## config.mk

```make
export PLATFORM = sky130hd
export DESIGN_NAME = pipe_dest_tracker
export DESIGN_NICKNAME = d
export VERILOG_FILES = /design/src/rtl/pipe_dest_tracker.sv
export SDC_FILE = /design/constraint.sdc
export NUM_CORES = 1
export LEC_CHECK = 0
export CAP_MARGIN = 20
export CORE_MARGIN = 10
export CORE_UTILIZATION = 48
export DETAILED_ROUTE_END_ITERATION = 8
export PLACE_DENSITY_LB_ADDON = 0.08
export SLEW_MARGIN = 20
export SYNTH_ARGS = -nofsm -noshare
export SYNTH_HDL_FRONTEND = slang
export SYNTH_SLANG_ARGS = --single-unit
export TNS_END_PERCENT = 100
```

## constraint.sdc

```tcl
create_clock -name clk -period 2.1 [get_ports clk]
set_input_delay 0.525 -clock clk [delete_from_list [all_inputs] [get_ports clk]]
set_output_delay 0.525 -clock clk [all_outputs]
set_load 0.02 [all_outputs]
```

## src/rtl/pipe_dest_tracker.sv

```systemverilog
// Producer side of the decode-stage hazard check: tracks destination/live records
// through EX/MEM/WB slots, inserts bubbles on stall/flush, and keeps stall statistics.
module pipe_dest_tracker #(
    parameter int REG_BITS  = 3,
    parameter int MAX_STALL = 3
) (
    input  logic                clk,
    input  logic                rst_n,
    input  logic                en,
    input  logic [REG_BITS-1:0] id_wr_reg,
    input  logic                id_reg_write,
    input  logic                id_valid,
    input  logic                send_nop,
    input  logic                flush,
    output logic [REG_BITS-1:0] execute,
    output logic [REG_BITS-1:0] memory,
    output logic [REG_BITS-1:0] writeback,
    output logic                ex_live,
    output logic                mem_live,
    output logic                wb_live,
    output logic                fd_en,
    output logic [15:0]         stall_total,
    output logic                stall_overrun
);

    localparam int CNT_W = $clog2(MAX_STALL + 2);
    localparam logic [CNT_W-1:0] RUN_SAT   = CNT_W'(MAX_STALL + 1);
    localparam logic [CNT_W-1:0] RUN_LIMIT = CNT_W'(MAX_STALL);

    typedef struct packed {
        logic [REG_BITS-1:0] dst;
        logic                live;
    } slot_t;

    localparam slot_t BUBBLE = '{dst: '0, live: 1'b0};

    slot_t            ex_slot;
    slot_t            mem_slot;
    slot_t            wb_slot;
    slot_t            ex_next;
    logic [CNT_W-1:0] run_cnt;
    logic             stall;
    logic             adv_stall;

    // Flush wins over stall: a squashed decode slot is never counted as a stall.
    assign stall     = ~send_nop & ~flush;
    assign adv_stall = en & stall;
    assign fd_en     = en & (send_nop | flush);

    always_comb begin
        ex_next = BUBBLE;
        if (!flush && !stall) begin
            ex_next.dst  = id_wr_reg;
            ex_next.live = id_valid & id_reg_write;
        end
    end

    always_ff @(posedge clk or negedge rst_n) begin
        if (!rst_n) begin
            ex_slot  <= BUBBLE;
            mem_slot <= BUBBLE;
            wb_slot  <= BUBBLE;
        end else if (en) begin
            ex_slot  <= ex_next;
            mem_slot <= ex_slot;
            wb_slot  <= mem_slot;
        end
    end

    // run_cnt saturates one past the limit so an overrun run stays distinguishable.
    always_ff @(posedge clk or negedge rst_n) begin
        if (!rst_n) begin
            run_cnt       <= '0;
            stall_overrun <= 1'b0;
            stall_total   <= '0;
        end else if (en) begin
            if (stall) begin
                if (run_cnt != RUN_SAT) begin
                    run_cnt <= run_cnt + 1'b1;
                end
                if (run_cnt == RUN_LIMIT) begin
                    stall_overrun <= 1'b1;
                end
                if (stall_total != 16'hFFFF) begin
                    stall_total <= stall_total + 16'd1;
                end
            end else begin
                run_cnt <= '0;
            end
        end
    end

    assign execute   = ex_slot.dst;
    assign ex_live   = ex_slot.live;
    assign memory    = mem_slot.dst;
    assign mem_live  = mem_slot.live;
    assign writeback = wb_slot.dst;
    assign wb_live   = wb_slot.live;

endmodule

```

==> results of run 1 <==
==> synthesized netlist by cell type (2+ instances only) <==
cell / number
sky130_fd_sc_hd__a31oi_1: 3
sky130_fd_sc_hd__o22ai_1: 4
sky130_fd_sc_hd__nor3_1: 3
sky130_fd_sc_hd__nand3_1: 8
sky130_fd_sc_hd__inv_1: 6
sky130_fd_sc_hd__clkbuf_1: 2
sky130_fd_sc_hd__mux2_2: 10
sky130_fd_sc_hd__nand2b_1: 2
sky130_fd_sc_hd__xor2_1: 4
sky130_fd_sc_hd__ha_1: 4
sky130_fd_sc_hd__nor2_1: 6
sky130_fd_sc_hd__nand2_1: 11
sky130_fd_sc_hd__dfrtp_1: 32
sky130_fd_sc_hd__a21oi_1: 2
sky130_fd_sc_hd__and4_1: 4
sky130_fd_sc_hd__xnor2_1: 8
sky130_fd_sc_hd__and3_1: 2
sky130_fd_sc_hd__nand4_1: 4
sky130_fd_sc_hd__and2_1: 3
==> worst paths after layout <==
check,endpoint,slack (ns),depth (start not counted)
max,fd_en,0.05,4
min,stall_overrun$_DFFE_PN0P_,0.46,1
max reg2reg,stall_total[1]$_DFFE_PN0P_,0.38,5
min reg2reg,stall_overrun$_DFFE_PN0P_,0.46,1
max in group asynchronous,stall_total[0]$_DFFE_PN0P_,1.24,2
min in group asynchronous,stall_total[13]$_DFFE_PN0P_,0.57,2
==> critical path, stage by stage <==
cell	delay [ns]
sky130_fd_sc_hd__clkdlybuf4s50_1	0.48
sky130_fd_sc_hd__nor2_1	0.07
sky130_fd_sc_hd__nor2b_1	0.11
sky130_fd_sc_hd__dlygate4sd2_1	0.34
==> per-layer routing <==
| metal | routed length, microns | vias up |
|---|---|---|
| met3 | 264 | 6 |
| li1 | - | 588 |
| met1 | 1360 | 565 |
| met4 | 37 | 0 |
| met5 | 0 | - |
| met2 | 1750 | 30 |
==> sequential cells by signal (all words and copies together) (netlist names) <==
register	flops
memory	3
mem_live	1
run_cnt	3
stall_total	16
wb_live	1
execute	3
writeback	3
stall_overrun	1
ex_live	1
==> logic make-up (layout without fill, tap and decap cells) <==
logic type,after synthesis,after routing,synth area share (%)
compound gates,17,17,7.98
xor+xnor,12,12,6.84
fa+ha+maj,4,4,3.26
buf+inv,9,62,2.69
flops,32,32,52.1
mux,11,11,8.31
simple gates,49,49,18.8
==> report_power, final <==
part / total, mW / leakage [nW] / switching [mW] / internal, mW
logic: 0.400 / 0.469 / 0.198 / 0.202
clock network: 0.323 / 0.0281 / 0.200 / 0.123
registers: 0.777 / 0.432 / 0.0917 / 0.685
==> cell type report <==
class / instances / share of cell area [%]
Clock inverter: 1 / 0.240
Clock buffer: 6 / 1.98
Sequential cell: 32 / 38.4
Inverter: 6 / 1.08
Multi-Input combinational cell: 93 / 33.3
Tap cell: 44 / 2.64
Timing Repair Buffer: 49 / 22.3
==> stage by stage <==
stage / area, sq um / cells
detailed placement: 2040 / 224
CTS: 2080 / 231
global placement: 2040 / 224
global route: 2080 / 231
finish: 2080 / 231
floorplan: 1540 / 134
==> repair_timing <==
item	in CTS	in global routing
endpoints found under the setup margin	1	0
hold endpoints to repair	0	0
resized for setup	1	0
setup buffers	0	0
==> flow_results.org, run 1 <==
** Worst setup path
- Required time worst endpoint :: 1.57 ns
- Data arrives at the worst endpoint at between 1.5 and 2 ns.
- Reg-to-Reg Start :: stall_total[0]$_DFFE_PN0P_
- In this run the worst setup path begins at send_nop.
- Type of the setup path with the least slack :: input pin to output pin
- Type of destination of the critical path :: output pin
- The worst setup path is launched from an input pin.
- Worst-path fanout max :: 2

** Drt
- Detail-routed net length per standard cell :: 14.8 microns
- Number of antenna-violating nets in the routed design :: 0
- Routed wire length :: between 3000 and 4000 microns
- Number of optimization iterations in the first detailed-route pass :: 4
- The detailed router finished its first iteration with between 70 and 80 violations.
- Vias per cell :: approximately 5
- Detailed routing inserted a total of 1,189 vias.
- For this run, design rule violations remaining after detail routing come to 0.

** Final layout
- Fill cells in the final layout number around 250.
- After the last flow step, the layout net total stands at around 200.
- The post-route netlist has between 10% and 20% of its cells at a drive strength greater than 1.
- Reg area :: between 800 and 900 sq um
- Commonest non-fill, non-tap cells in the layout :: sky130_fd_sc_hd__clkdlybuf4s50_1 (38), sky130_fd_sc_hd__dfrtp_1 (32), sky130_fd_sc_hd__nand2_1 (11), sky130_fd_sc_hd__mux2_2 (10), sky130_fd_sc_hd__buf_4 (10)
- Layout-stage area growth over the synthesis result :: 35.6%
- The repair_antennas step left the layout with diodes totalling 0.
- For this run, the share of the core covered by cells in the final layout is about two thirds.
- Most frequent standard cell in the layout excluding fill and tap cells :: sky130_fd_sc_hd__clkdlybuf4s50_1
- Area of combinational cells with multiple inputs :: 694 sq um

** Global routing
- GR met3 Demand/Resource :: around 7%
- Global routing used between 20% and 30% of the available met2 tracks.
- Entering global routing, the biggest net connects 33 pins.
- met2 is the most crowded layer.
- For this run, the total global-route usage over all layers was measured as between 10% and 20%.
- The initial antenna violation count came to 0.
- Met1 Use GR :: between 10% and 20%
- First-pass GRT wire length :: slightly below 6000 microns
- Total congestion overflow :: 0
- Number of global-route vias before repair :: 1,260

** Placed design
- The count of buffers added on input and output ports is 39.
- Post-detail-place hpwl :: between 2000 and 3000 microns
- At the placement stage, the worst setup path has a slack of -0.234 ns.
- Routability congestion estimate :: slightly below 0.8

** STA
- On the final layout, the worst clock skew is roughly 0.0058 ns.
- For the final routed database, the setup TNS stands at 0 ns.
- Timing would allow up to between 400 and 500 MHz.
- For the pin with the worst max-slew slack, the measured transition is 0.501 ns.
- In the finished design, the share of the clock period the worst path needs comes to 97.7%.
- Remaining max-slew budget at the tightest pin :: 66.4%
- The tightest hold path in the finished design has a slack of about 0.46 ns.
- Once routing completed, OpenROAD measured the worst setup slack at slightly below 0.05 ns.
- Hold Violations, Final :: 0
- For the finished layout, the period the worst path requires is 2.05 ns.
- Setup repair after global routing left no endpoint under its margin.
- Count of final setup violators :: 0
- Max-slew violation total from the final report :: 0

** Die
- In this run the count of I/O pins placed on the die edge is 40.
- In this run the horizontal extent of the chip is 76.6 microns.
- Overall die height :: about 77 microns
- Die ar. :: between 5000 and 6000 sq um
- Core area :: ~3000 sq um
- In this run the core area contains 20 standard-cell rows.
- The initial utilization of the core area, before any placement, comes to 50.3%.

** CTS
- Number of hold buffers added after cts :: 0
- In this run, CTS created clock tree buffers numbering 5.
- Skew-Pair Late Insertion Delay :: approximately 0.33 ns
- H-tree Lvls :: 2
- After clock tree synthesis, the clock-pin slew on the worst setup and hold paths is approximately 0.09 ns.
- The tree is rooted in a sky130_fd_sc_hd__clkbuf_4.
- The longest clock path from root to sink contains 2 buffers.
- CTS saw 32 sinks.
- CTS tree :: yes

** Hold path
- The worst hold path begins at stall_overrun$_DFFE_PN0P_.
- The tightest min-delay check is of the flop to flop type.

** Power and ir drop
- After layout, the design draws a total of about 1.5 mW.
- Dividing total power by cell area gives a power density of about 700 nW/um^2.
- Static Leakage :: 0.929 nW
- VDD sags by at most about 0.36 mV.

** Synthesis
- Area share of the largest cell type after synthesis :: 52.1%
- In this run the mean area of a mapped cell was between 10 and 15 sq um.
- Sequential share of the synthesized area :: 52.1%
- Yosys mapped a number of flops with a built-in enable equal to 0.
- The synthesized design spends more area on one cell type than any other, namely sky130_fd_sc_hd__dfrtp_1.
- By area the synthesized netlist is led by sky130_fd_sc_hd__dfrtp_1 (52%), sky130_fd_sc_hd__mux2_2 (7.3%), sky130_fd_sc_hd__xnor2_1 (4.6%).
- Post-Syn Nets :: 148
- Proportion of register bits with asynchronous set or reset after synthesis :: 100%
- Post-Synthesis Cell Area :: around 1500 sq um
- Flip-flop and latch count after synthesis :: 32
- The netlist uses 35 different library cells.
- Ys flop type :: sky130_fd_sc_hd__dfrtp_1
- Yosys warning total :: 0
- The cell count after synthesis came out at 134.

** Status
- Outcome :: complete, no violations

** Flow run
- Across the run, the number of max-cap violations was 0.
(Power assumes the default switching activity.)
==> inputs of run 2 (changes only) <==
SLEW_MARGIN = unset   (was 20)
==> results of run 2 <==
No change in the layout: final DEF, timing and power equal those of run 1.
==> inputs of run 3 (changes only) <==
CORE_ASPECT_RATIO = 0.75   (was unset)
clock period = 2.2 ns   (was 2.1 ns; I/O delays follow)
==> run 3 against run 2 <==
- highest routed layer unchanged
- utilization increased by 2.6 points
- count of clock-buffer cells in the layout increased by 1
- die area increased by 0.40%
- clock skew decreased by 0.0042 ns
- clock power increased by 49%
- global-route usage increased by 0.58 points
==> flow_results.org, run 3 (same netlist as run 1, synthesis figures left out) <==
** Final layout
- Layout-stage area growth over the synthesis result :: 38.4%
- Max reg flops :: 16 (unchanged)
- The number of inserted filler cells in the final layout came to 207 (-18%).
- Leaving out fill and tap cells, the most frequent cell in the layout is sky130_fd_sc_hd__clkdlybuf4s50_1.
- Layout Nets :: 201 (unchanged)
- stall_total holds more flip-flops than any other register.
- Diodes inserted :: 0 (unchanged)
- Layout Utilization :: 70.9% (+2.6 points)
- Commonest non-fill, non-tap cells in the layout :: sky130_fd_sc_hd__clkdlybuf4s50_1 (38), sky130_fd_sc_hd__dfrtp_1 (32), sky130_fd_sc_hd__nand2_1 (11), sky130_fd_sc_hd__mux2_2 (10), sky130_fd_sc_hd__buf_4 (10)
- Share of cells above drive strength 1 :: 17.1% (+0.53 points)
- Non-filler instance count after layout :: 225 (-2.6%)

** Worst setup path
- Crit Reg-Reg Endpoint :: stall_total[1]$_DFFE_PN0P_
- In this run the critical register-to-register path is launched from stall_total[0]$_DFFE_PN0P_.
- Worst-path fanout max :: 2 (unchanged)
- The worst setup path is launched from an input pin.
- Type of destination of the critical path :: output pin
- Worst path max stage delay :: 0.49 ns (about the same)
- The slowest stage of the critical path is the sky130_fd_sc_hd__clkdlybuf4s50_1 cell.
- Data arrival time of the critical path :: 1.56 ns (+0.03 ns)
- The setup slack on the worst flop-to-flop path is 0.44 ns (+0.06 ns).
- Cells along the critical path :: clkdlybuf4s50_1 -> nor2_1 -> nor2b_1 -> dlygate4sd2_1
- R2R depth :: 5 (unchanged)
- Type of the setup path with the least slack :: input pin to output pin
- The buffering stage count on the worst path with inverters included is 2 (unchanged).
- Required time worst endpoint :: 1.65 ns (+0.08 ns)
- Top Family by Delay on Critical Path :: buffers and inverters

** Drt
- The met1 layer wirelength in the final routing is 1470 microns (+7.9%).
- Number of antenna-violating nets in the routed design :: 0 (unchanged)
- Residual DRC :: 0 (unchanged)
- The total vias in the final route is 1,187 (-0.17%).
- The detailed router used layers up to and including met4.
- Number of optimization iterations in the first detailed-route pass :: 4 (unchanged)
- Met3 WL :: 343 microns (+30%)
- Detail-routed net length per standard cell :: 15.0 microns (+1.2%)
- The routed wire length was 3370 microns (-1.4%).
- Vias per cell :: 5.28 (+2.5%)
- The starting DRC count in detailed routing came to 56 (-29%).
- Total length of routed met2 wires :: 1500 microns (-15%)

** Die
- The initial core utilization is 51.2% (+0.90 points).
- Number of standard-cell rows in the floorplan :: 17 (-15%)
- Width of the die :: 85.3 microns (+11%)
- I/O pins :: 40 (unchanged)
- The die boundary height came to 69.0 microns (-9.9%).
- Die ar. :: 5890 sq um (+0.40%)
- Core area :: 3000 sq um (-1.8%)

** CTS
- The clock sink count came to 32 (unchanged).
- H-tree Lvls :: 2 (unchanged)
- CTS tree :: yes
- Postcts setup bufs :: 0 (unchanged)
- CTS Root Cell :: sky130_fd_sc_hd__clkbuf_8
- The maximum count of clock buffers along a single path is 2 (unchanged).
- The total clock buffers created by CTS is 5 (unchanged).
- Number of gates resized after cts :: 1 (unchanged)
- Skew-Pair Late Insertion Delay :: 0.28 ns (-0.05 ns)
- The CTS clock-pin slew for the worst setup and hold paths came to 0.06 ns (-0.03 ns).
- The cts-stage hold buffer count was 0 (unchanged).

** STA
- Setup Skew :: 0.00151 ns (-0.00425 ns)
- The summed negative setup slack over all endpoints came to 0 ns (unchanged).
- Timing-limited maximum frequency :: between 400 and 500 MHz
- The final count of pins violating max slew was 0 (unchanged).
- Unrepaired setup endpoints after global routing :: false
- The clock period could shrink to about 2.1 ns.
- Of the available clock period, the critical path in the final layout requires between 90 and 100%.
- Hold Violations, Final :: 0 (unchanged)
- The final-report setup violation count came to 0 (unchanged).
- The worst slew margin relative to its limit was 63.3% (-3.1 points).
- Worst-margin pin slew :: 0.546 ns (+0.0458 ns)

** Placed design
- Routability congestion estimate :: 0.831 (+7.2%)
- The placed wire-length estimate is 2560 microns (-3.1%).
- The count of buffers inserted at the top-level ports is 39 (unchanged).
- The total placed cells including tap cells came to 218 (-2.7%).

** Flow run
- The total of max-cap violations came to 0 (unchanged).

** Global routing
- Global-route total usage across every layer :: 13.0% (+0.58 points)
- The number of global-route vias before repair is 1,245 (-1.2%).
- First-pass GRT wire length :: 6000 microns (+1.9%)
- Total congestion overflow :: 0 (unchanged)
- Initial antenna violation count :: 0 (unchanged)
- The largest net degree at the start of global routing came to 33 (unchanged).

** Hold path
- Depth of the worst hold-timing path :: 1 (unchanged)
- Destination of the worst hold path :: stall_overrun$_DFFE_PN0P_
- The worst hold path belongs to the class flop to flop.
- The startpoint identified for the worst hold timing path is stall_overrun$_DFFE_PN0P_.

** Status
- Outcome :: complete, no violations

** Power and ir drop
- The leakage power came to 0.950 nW (+2.3%).
- The power per unit of standard cell area was 758 nW/um^2 (+5.2%).
- Worst supply voltage drop on vdd :: 0.431 mV (+20%)
[run 3: worst max-delay path by stage]
stage                                     startpoint                         end  slack (ns)  depth (start not counted)
final                                       send_nop                       fd_en        0.09                          4
after global routing                           flush                       fd_en        0.02                          4
after CTS                                      flush                       fd_en        0.09                          4
after detailed placement                       flush                       fd_en       -0.19                          4
after global placement                      send_nop                       fd_en       -0.14                          4
after floorplan           stall_total[0]$_DFFE_PN0P_  stall_total[1]$_DFFE_PN0P_        0.46                          5
[run 3: per-stage QoR]
stage / power (mW) / setup slack, ns / hold slack (ns) / area (sq um)
2_1_floorplan: 0.928 / 0.458 / 0.254 / 1540
3_3_place_gp: 1.13 / -0.137 / 0.439 / 2030
3_5_place_dp: 1.15 / -0.191 / 0.444 / 2030
4_1_cts: 1.64 / 0.0869 / 0.458 / 2130
5_1_grt: 1.71 / 0.0209 / 0.465 / 2130
6_report: 1.61 / 0.0944 / 0.455 / 2130
[run 3: area by class of cell]
class | count | area (sq um) | area share [%]
flip-flops and latches | 32 | 801 | 37.7
multi-input cells | 93 | 694 | 32.7
repair buffers | 49 | 464 | 21.8
clock buffers | 7 | 96.3 | 4.53
well taps | 38 | 47.5 | 2.24
inverters | 6 | 22.5 | 1.06
[run 3: layer usage]
metal,track usage [%],vias up
li1,-,587
met1,14.6,555
met2,18.9,40
met3,6.91,5
met4,8.81,0
met5,0,-
[run 3: power breakdown]
part | total [mW] | internal [mW] | leakage [nW] | switching [mW]
Combinational | 0.384 | 0.196 | 0.468 | 0.188
Sequential | 0.744 | 0.656 | 0.432 | 0.0887
Clock | 0.482 | 0.278 | 0.0503 | 0.204
Total | 1.61 | 1.13 | 0.950 | 0.481
